## config.mk

```make
export PLATFORM = sky130hd
export DESIGN_NAME = perceptron_uart_node
export DESIGN_NICKNAME = d
export VERILOG_FILES = /design/src/rtl/perceptron_uart_node.sv
export SDC_FILE = /design/constraint.sdc
export NUM_CORES = 2
export LEC_CHECK = 0
export ABC_AREA = 1
export BUFFER_PORTS_ARGS = -buffer_cell sky130_fd_sc_hd__buf_2
export CAP_MARGIN = 15
export CELL_PAD_IN_SITES_DETAIL_PLACEMENT = 0
export CELL_PAD_IN_SITES_GLOBAL_PLACEMENT = 1
export CORE_ASPECT_RATIO = 1.75
export CORE_MARGIN = 2
export CORE_UTILIZATION = 40
export CTS_CLUSTER_DIAMETER = 30
export DETAILED_ROUTE_END_ITERATION = 8
export PLACE_DENSITY = 0.72
export SLEW_MARGIN = 20
export SYNTH_ARGS = -nofsm -noshare
export SYNTH_HDL_FRONTEND = slang
export SYNTH_SLANG_ARGS = --single-unit
```

## constraint.sdc

```tcl
create_clock -name clk -period 14.9 [get_ports clk]
set_clock_uncertainty 0.2 [all_clocks]
set_input_delay 2.235 -clock clk [delete_from_list [all_inputs] [get_ports clk]]
set_output_delay 2.235 -clock clk [all_outputs]
set_load 0.03 [all_outputs]
```

## src/rtl/perceptron_uart_node.sv

```systemverilog
// Two-input perceptron (16-bit signed weights/inputs, step output)
// reached over an 8N1 UART byte command protocol.
module perceptron_uart_node #(
   parameter int CLOCK_FREQUENCY = 12000000,
   parameter int BAUD_RATE       = 9600,
   parameter int TIMEOUT_BYTES   = 16
) (
   input  logic clk,
   input  logic rst,
   input  logic rx,
   output logic tx
);
   localparam int BIT = CLOCK_FREQUENCY / BAUD_RATE;
   localparam int TO  = TIMEOUT_BYTES * 10 * BIT;
   localparam int CW  = $clog2(BIT + 1);
   localparam int TW  = $clog2(TO + 1);

   localparam logic [7:0] OP_READ = 8'd5;
   localparam logic [7:0] OP_WW   = 8'd50;
   localparam logic [7:0] OP_WI   = 8'd51;
   localparam logic [7:0] OP_RESP = 8'd100;
   localparam logic [7:0] OP_OK   = 8'd101;
   localparam logic [7:0] OP_ERR  = 8'd102;

   typedef enum logic [1:0] {IDLE, COLLECT, RESPOND} state_t;
   typedef enum logic [1:0] {K_READ, K_ACK, K_ERR} kind_t;

   // async assert, release synchronised to clk
   logic [1:0] rst_sync;
   logic       rst_i;
   always_ff @(posedge clk or posedge rst)
      if (rst) rst_sync <= 2'b11;
      else     rst_sync <= {rst_sync[0], 1'b0};
   assign rst_i = rst_sync[1];

   logic [2:0]    rx_sync;
   logic          rx_s;
   logic          rx_p;
   logic          rx_busy;
   logic [CW-1:0] rx_cnt;
   logic [3:0]    rx_bit;
   logic [7:0]    rx_data;
   logic          rx_valid;

   assign rx_s = rx_sync[1];
   assign rx_p = rx_sync[2];

   always_ff @(posedge clk or posedge rst_i)
      if (rst_i) rx_sync <= 3'b111;
      else       rx_sync <= {rx_sync[1:0], rx};

   always_ff @(posedge clk or posedge rst_i)
      if (rst_i) begin
         rx_busy  <= 1'b0;
         rx_cnt   <= '0;
         rx_bit   <= '0;
         rx_data  <= '0;
         rx_valid <= 1'b0;
      end else begin
         rx_valid <= 1'b0;
         if (!rx_busy) begin
            if (rx_p && !rx_s) begin
               rx_busy <= 1'b1;
               rx_cnt  <= CW'(BIT / 2 - 1);
               rx_bit  <= '0;
            end
         end else if (rx_cnt != '0) begin
            rx_cnt <= rx_cnt - 1'b1;
         end else begin
            rx_cnt <= CW'(BIT - 1);
            rx_bit <= rx_bit + 4'd1;
            if (rx_bit == 4'd0) begin
               if (rx_s) rx_busy <= 1'b0;
            end else if (rx_bit == 4'd9) begin
               rx_busy  <= 1'b0;
               rx_valid <= rx_s;
            end else begin
               rx_data <= {rx_s, rx_data[7:1]};
            end
         end
      end

   logic          tx_busy;
   logic [CW-1:0] tx_cnt;
   logic [3:0]    tx_bit;
   logic [8:0]    tx_shift;
   logic          tx_start;
   logic [7:0]    tx_byte;
   logic          tx_ready;

   // ready in the last stop-bit clock so response bytes run back-to-back
   assign tx_ready = !tx_busy || (tx_bit == 4'd9 && tx_cnt == '0);

   always_ff @(posedge clk or posedge rst_i)
      if (rst_i) begin
         tx       <= 1'b1;
         tx_busy  <= 1'b0;
         tx_cnt   <= '0;
         tx_bit   <= '0;
         tx_shift <= '1;
      end else if (tx_start) begin
         tx       <= 1'b0;
         tx_shift <= {1'b1, tx_byte};
         tx_cnt   <= CW'(BIT - 1);
         tx_bit   <= '0;
         tx_busy  <= 1'b1;
      end else if (tx_busy) begin
         if (tx_cnt != '0) begin
            tx_cnt <= tx_cnt - 1'b1;
         end else if (tx_bit == 4'd9) begin
            tx_busy <= 1'b0;
         end else begin
            tx       <= tx_shift[0];
            tx_shift <= {1'b1, tx_shift[8:1]};
            tx_cnt   <= CW'(BIT - 1);
            tx_bit   <= tx_bit + 4'd1;
         end
      end

   logic signed [15:0] w1, w2, x1, x2;
   logic signed [31:0] p1, p2;
   logic [32:0]        sum;
   logic [15:0]        result;

   assign p1  = w1 * x1;
   assign p2  = w2 * x2;
   assign sum = {p1[31], p1} + {p2[31], p2};

   always_ff @(posedge clk or posedge rst_i)
      if (rst_i) result <= 16'h0001;
      else       result <= {15'd0, ~sum[32]};

   state_t        state, state_n;
   kind_t         kind;
   logic [2:0]    idx, len;
   logic [1:0]    pcnt;
   logic          tgt_w;
   logic [23:0]   pay;
   logic [TW-1:0] tmr;
   logic          commit;
   logic [7:0]    read_byte;

   always_ff @(posedge clk or posedge rst_i)
      if (rst_i) state <= IDLE;
      else       state <= state_n;

   always_comb begin
      state_n = state;
      unique case (state)
         IDLE:
            if (rx_valid)
               state_n = (rx_data == OP_WW || rx_data == OP_WI) ?
                         COLLECT : RESPOND;
         COLLECT:
            if (rx_valid) begin
               if (pcnt == 2'd3) state_n = RESPOND;
            end else if (tmr == TW'(TO)) begin
               state_n = IDLE;
            end
         RESPOND:
            if (idx == len && !tx_busy) state_n = IDLE;
         default: state_n = IDLE;
      endcase
   end

   always_comb begin
      unique case (idx)
         3'd0:    read_byte = OP_RESP;
         3'd1:    read_byte = w1[15:8];
         3'd2:    read_byte = w1[7:0];
         3'd3:    read_byte = w2[15:8];
         3'd4:    read_byte = w2[7:0];
         3'd5:    read_byte = result[15:8];
         default: read_byte = result[7:0];
      endcase
   end

   always_comb begin
      tx_start = 1'b0;
      commit   = 1'b0;
      tx_byte  = OP_ERR;
      unique case (state)
         COLLECT: commit   = rx_valid && pcnt == 2'd3;
         RESPOND: tx_start = tx_ready && idx != len;
         default: ;
      endcase
      unique case (1'b1)
         kind == K_ACK:  tx_byte = OP_OK;
         kind == K_READ: tx_byte = read_byte;
         default:        tx_byte = OP_ERR;
      endcase
   end

   always_ff @(posedge clk or posedge rst_i)
      if (rst_i) begin
         kind  <= K_ERR;
         idx   <= '0;
         len   <= '0;
         pcnt  <= '0;
         tgt_w <= 1'b0;
         pay   <= '0;
         tmr   <= '0;
         w1    <= '0;
         w2    <= '0;
         x1    <= '0;
         x2    <= '0;
      end else begin
         if (tx_start) idx <= idx + 3'd1;
         if (state == IDLE && rx_valid) begin
            idx   <= '0;
            pcnt  <= '0;
            tmr   <= '0;
            tgt_w <= rx_data == OP_WW;
            kind  <= (rx_data == OP_READ) ? K_READ : K_ERR;
            len   <= (rx_data == OP_READ) ? 3'd7 : 3'd1;
         end
         if (state == COLLECT) begin
            tmr <= rx_valid ? '0 : tmr + 1'b1;
            if (rx_valid) begin
               pcnt <= pcnt + 2'd1;
               pay  <= {pay[15:0], rx_data};
            end
         end
         // all four halves land in one clock
         if (commit) begin
            kind <= K_ACK;
            len  <= 3'd1;
            idx  <= '0;
            if (tgt_w) begin
               w1 <= pay[23:8];
               w2 <= {pay[7:0], rx_data};
            end else begin
               x1 <= pay[23:8];
               x2 <= {pay[7:0], rx_data};
            end
         end
      end
endmodule

```

# After elaboration in Yosys (flattened, before gate mapping)
# Cells that the tools add are included.
# totals
register_bits	176
elab_cells	157
input_bits	3
# op_classes
multipliers	2
n_reduce_logical	30
n_eq_ne	25
addsub	8
n_mux	62
bitwise_logic	5
# op_table
cell	count
$mux 11	7
$mul 16x16->32	2
$mux 18	3
$pmux 8 s6	1
$mux 9	4
$add 32x32->33	1
$mux 4	7
$mux 2	12
$reduce_bool 11->1	2
$sub 11x1->11 const B	2
$mux 1	20
$add 18x1->18 const B	1
$eq 18x18->1 const B	1
$mux 3	6
$eq 8x6->1 const B	2
$pmux 8 s2	1
$logic_not 11->1	1
$ne 2x2->1 const B	5
$reduce_and 2->1	5
$add 4x1->4 const B	2
$eq 4x4->1 const B	2
$eq 8x3->1 const B	1
$reduce_and 4->1	2
$reduce_bool 2->1	4
21 further kinds	38

# Logic depth before layout (Yosys ltp)
# logic_depth
depth_word	8
ltp_mapped	31
ltp_nobuf	29

# Least setup slack after synthesis
# Ideal clock, no wire load.
# synth_path
kind	reg-to-reg
startpoint	reg w2[15]
endpoint	reg result[0]
arrival_ps	6427
setup_time_ps	60
path_slack_ps	8213
required_time_ps	14640
path_stages_with_launch	25
cell_sequence	dfrtp_1 -> clkbuf_1 -> clkbuf_1 -> nand2_1 -> fa_1 -> inv_1 -> fa_1 -> inv_1 -> fa_1 -> fa_1 -> fa_1 -> fa_1 -> inv_1 -> fa_1 -> inv_1 -> fa_1 -> inv_1 -> ha_1 -> a21oi_1 -> o21ai_0 -> a21oi_1 -> nand2_1 -> a21oi_1 -> nand2_1 -> nand2_1
# synth_between
elab_chain_cells	3
# synth_rtl
item	line	rtl
start: declaration	120	logic signed [15:0] w1, w2, x1, x2;
start signal: assignment	231	w2 <= {pay[7:0], rx_data};
$mul 16x16->32	126	assign p2 = w2 * x2;
$add 32x32->33	127	assign sum = {p1[31], p1} + {p2[31], p2};
$not 1->1	131	else result <= {15'd0, ~sum[32]};
end signal: assignment	131	
end: declaration	123	logic [15:0] result;
# No other way between the ends.
# A chain may end at the register's enable or synchronous reset.

# Worst setup path after layout
# layout_path
startpoint	reg x2[0]
endpoint	reg result[0]
# layout_between
elab_chain_cells	3
# layout_rtl
item	line	rtl
start: declaration	120	
start signal: assignment	234	x2 <= {pay[7:0], rx_data};
$mul 16x16->32	126	
$add 32x32->33	127	
$not 1->1	131	
# No other way between the ends.

==> impl_metrics.toml <==
[sta]
timing.final.crit_share = 0.495
finalMaxSlewViolations = 0
setup_viol = 0
slew_headroom = 0.256
hold_viol = 0
tightest_slew_ns = 1.12
fmax_mhz = 136
fin_crit_ns = 7.38
rsz0062_at_grt = "false"
fin_ws_ns = 7.52
tns_ns = 0

[yosys]
async_reset_ff_frac = 1.00
synth_edf_count = 0
synth_adder_area_share = 0.497
syn_area_um2 = 27500
yosys.area_share.simple = 0.141
yosys.cell_types.count = 52
ys.flop_type = "dfrtp_1"
synth_top_family_by_area = "adder cells"
synthMuxAreaShare = 0
synth.ff_latch_count = 174
yosysSeqAreaShare = 0.159
synth_top_area_share = 0.424
synth_cells = 3233
synthXorXnorAreaFrac = 0.00732
synth_area_leaders = "fa_1, dfrtp_1, inv_1"
synth_nets = 3979
synth_top_area_cell = "fa_1"
syn_area_per_cell_um2 = 8.51
synth_compound_area_frac = 0.0418
yosys_warnings = 0

[cts]
htreeDepth = 4
clk_pin_slew_ns = 0.07
clk_latency_ns = 0.46
cts_buffer_depth = 2
numCtsBuffers = 17
clock-sinks = 174
cts_root_buf = "clkbuf_16"
ctsHoldBuffers = 0
postCtsSetupRepairBufs = 0
cts_resized = 0
cts_tree = "built"

[job]
maxCapViolCount = 0

[cells_and_area]
syn2layout_area_growth_pct = 5.19
antennaDiodeCount = 0
multiInputGateArea_um2 = 18900
fin_nets = 3888
register_area_um2 = 4370
drive_above_1_share = 0.0380
fillers = 7008

[route]
wl_um = 74700
wl_per_cell_um = 18.4
drt_iter0_markers = 885
drc = 0
vias_per_cell = 4.78
first_pass_iters = 6
drtAntennaViolNets = 0
vias = 19393

[pwr]
p_leak_nw = 16.8
vdd_drop_max_v = 0.0000942
powerDensity_nw_per_um2 = 35.3
power.total_mw = 1.02

[floorplan]
fp.dieW_um = 202
die_y_um = 351
boundaryPins = 4
fp.coreArea_um2 = 68300
start_util = 0.403
die-area_um2 = 71000
rows = 127

[critical_path]
arrival_ns = 7.58
cpMostUsedCell = "fa_1"
worst-setup-path-type = "reg2reg"
critPathTopFamily = "adder cells"
start_kind = "flop"
cpPeakStageDelay_ns = 0.79
path_buf_inv = 6
critPathCaptureType = "flop"
cp_slowest_cell = "dfrtp_1"
required_ns = 15.10
worst-path-max-fanout = 17

[global_routing]
grt_max_degree = 72
grt_overflow = 0
grt_usage = 0.225
antenna_found_initial = 0
grt_pass1_wl_um = 120000
grt_pass1_vias = 21485

[status]
outcome = "finished clean"

[placed_design]
hpwl_um = 60800
pre_cts_ws_ns = 7.59
routabilityCongestion = 0.874
io_buffers = 3

[hold_path]
hold_class = "reg2async"
[layout by cell type, fill, tap and decap left out, types with 4 or more instances in the layout]
cell type,n
clkinv_8,4
nand2_1,773
o2111ai_1,4
fa_1,583
inv_2,9
clkbuf_16,17
o22ai_1,13
o211ai_1,4
o21ai_0,105
xnor2_1,6
nor4_1,4
nor2_1,78
inv_1,958
nand2_2,7
nand3_1,51
dfstp_2,16
ha_1,160
nor3_1,12
xor2_1,17
a21oi_1,27
nand4_1,15
nand3b_1,4
dfrtp_1,158
nor2_2,4
o21ai_1,45
buf_4,36
[cells by family after synthesis]
group                    count (synthesis)
flip-flops                             174
AND/OR/NAND/NOR                        963
other                                    1
AO/OA/AOI/OAI                          212
adder cells (fa/ha/maj)                743
XOR/XNOR                                23
buffers and inverters                 1117
[area by class of cell]
cell class              instances  area share
inverters                     968       0.126
flip-flops and latches        174       0.151
clock inverters                14     0.00601
multi-input cells            1942       0.653
repair buffers                 39     0.00986
well taps                     903      0.0390
clock buffers                  18      0.0148
[worst register-to-register path, stage by stage (launching register included)]
cell and delay (ns):
dfrtp_1 0.79, nand2_1 0.29, inv_1 0.61, fa_1 0.56, fa_1 0.52, inv_1 0.05
fa_1 0.47, inv_1 0.05, fa_1 0.48, fa_1 0.57, fa_1 0.44, fa_1 0.50
inv_1 0.05, fa_1 0.48, inv_1 0.04, ha_1 0.33, a21oi_1 0.09, o21ai_0 0.30
nand2_1 0.10, nand2_1 0.07, nand2_1 0.05, nand2_1 0.06, inv_1 0.04, nand2_1 0.06
nand3_1 0.06, nand2_1 0.06
[registers in the layout, indices dropped and copies added (netlist names), 3 cells and up]
| name | count |
|---|---|
| rx_data | 8 |
| pay | 24 |
| rx_sync | 3 |
| x2 | 16 |
| tmr | 18 |
| rx_bit | 4 |
| tx_cnt | 11 |
| tx_shift | 8 |
| tx_bit | 4 |
| w2 | 16 |
| x1 | 16 |
| idx | 3 |
| w1 | 16 |
| rx_cnt | 11 |
[metal layers]
layer	GRT usage	part of all wire	vias up
li1	-	-	8969
met2	0.452	0.58	343
met5	0	0	-
met4	0.126	0.064	0
met1	0.224	0.33	9922
met3	0.0185	0.023	159
[final timing paths]
kind,from,to,slack [ns],cells past startpoint
worst max-delay path,x2[0],result[0],7.52,25
worst min-delay path,rst_sync[1],pay[14],0.08,1
worst max register to register,x2[0],result[0],7.52,25
worst min register to register,rst_sync[1],pay[14],0.08,1
max in group asynchronous,rst_sync[1],tx_cnt[2],12.49,3
min in group clk,rst_sync[0],rst_sync[1],0.16,0
[Yosys cell counts, types with 13 or more instances]
cell      count
a21oi_1      27
buf_1        16
buf_2        13
clkbuf_1    116
dfrtp_1     158
dfstp_2      16
fa_1        583
ha_1        160
inv_1       959
nand2_1     773
nand3_1      51
nand4_1      15
nor2_1       78
o21ai_0     105
o21ai_1      45
o22ai_1      13
xor2_1       17
[through the flow]
stage	util	instance area, um2	instances	hold slack (ns)
6_report	0.424	28900	4058	0.0792
5_1_grt	0.424	28900	4058	0.120
4_1_cts	0.424	28900	4058	0.0969
3_5_place_dp	0.415	28300	4026	0.103
3_3_place_gp	0.415	28300	4026	0.0920
2_1_floorplan	-	27500	3233	0.145
[report_power, final]
part | switching (mW) | internal, mW
Sequential | 0.0146 | 0.488
Clock | 0.223 | 0.240
Combinational | 0.0344 | 0.0212
Note: power is estimated with default switching activity, not from simulation.
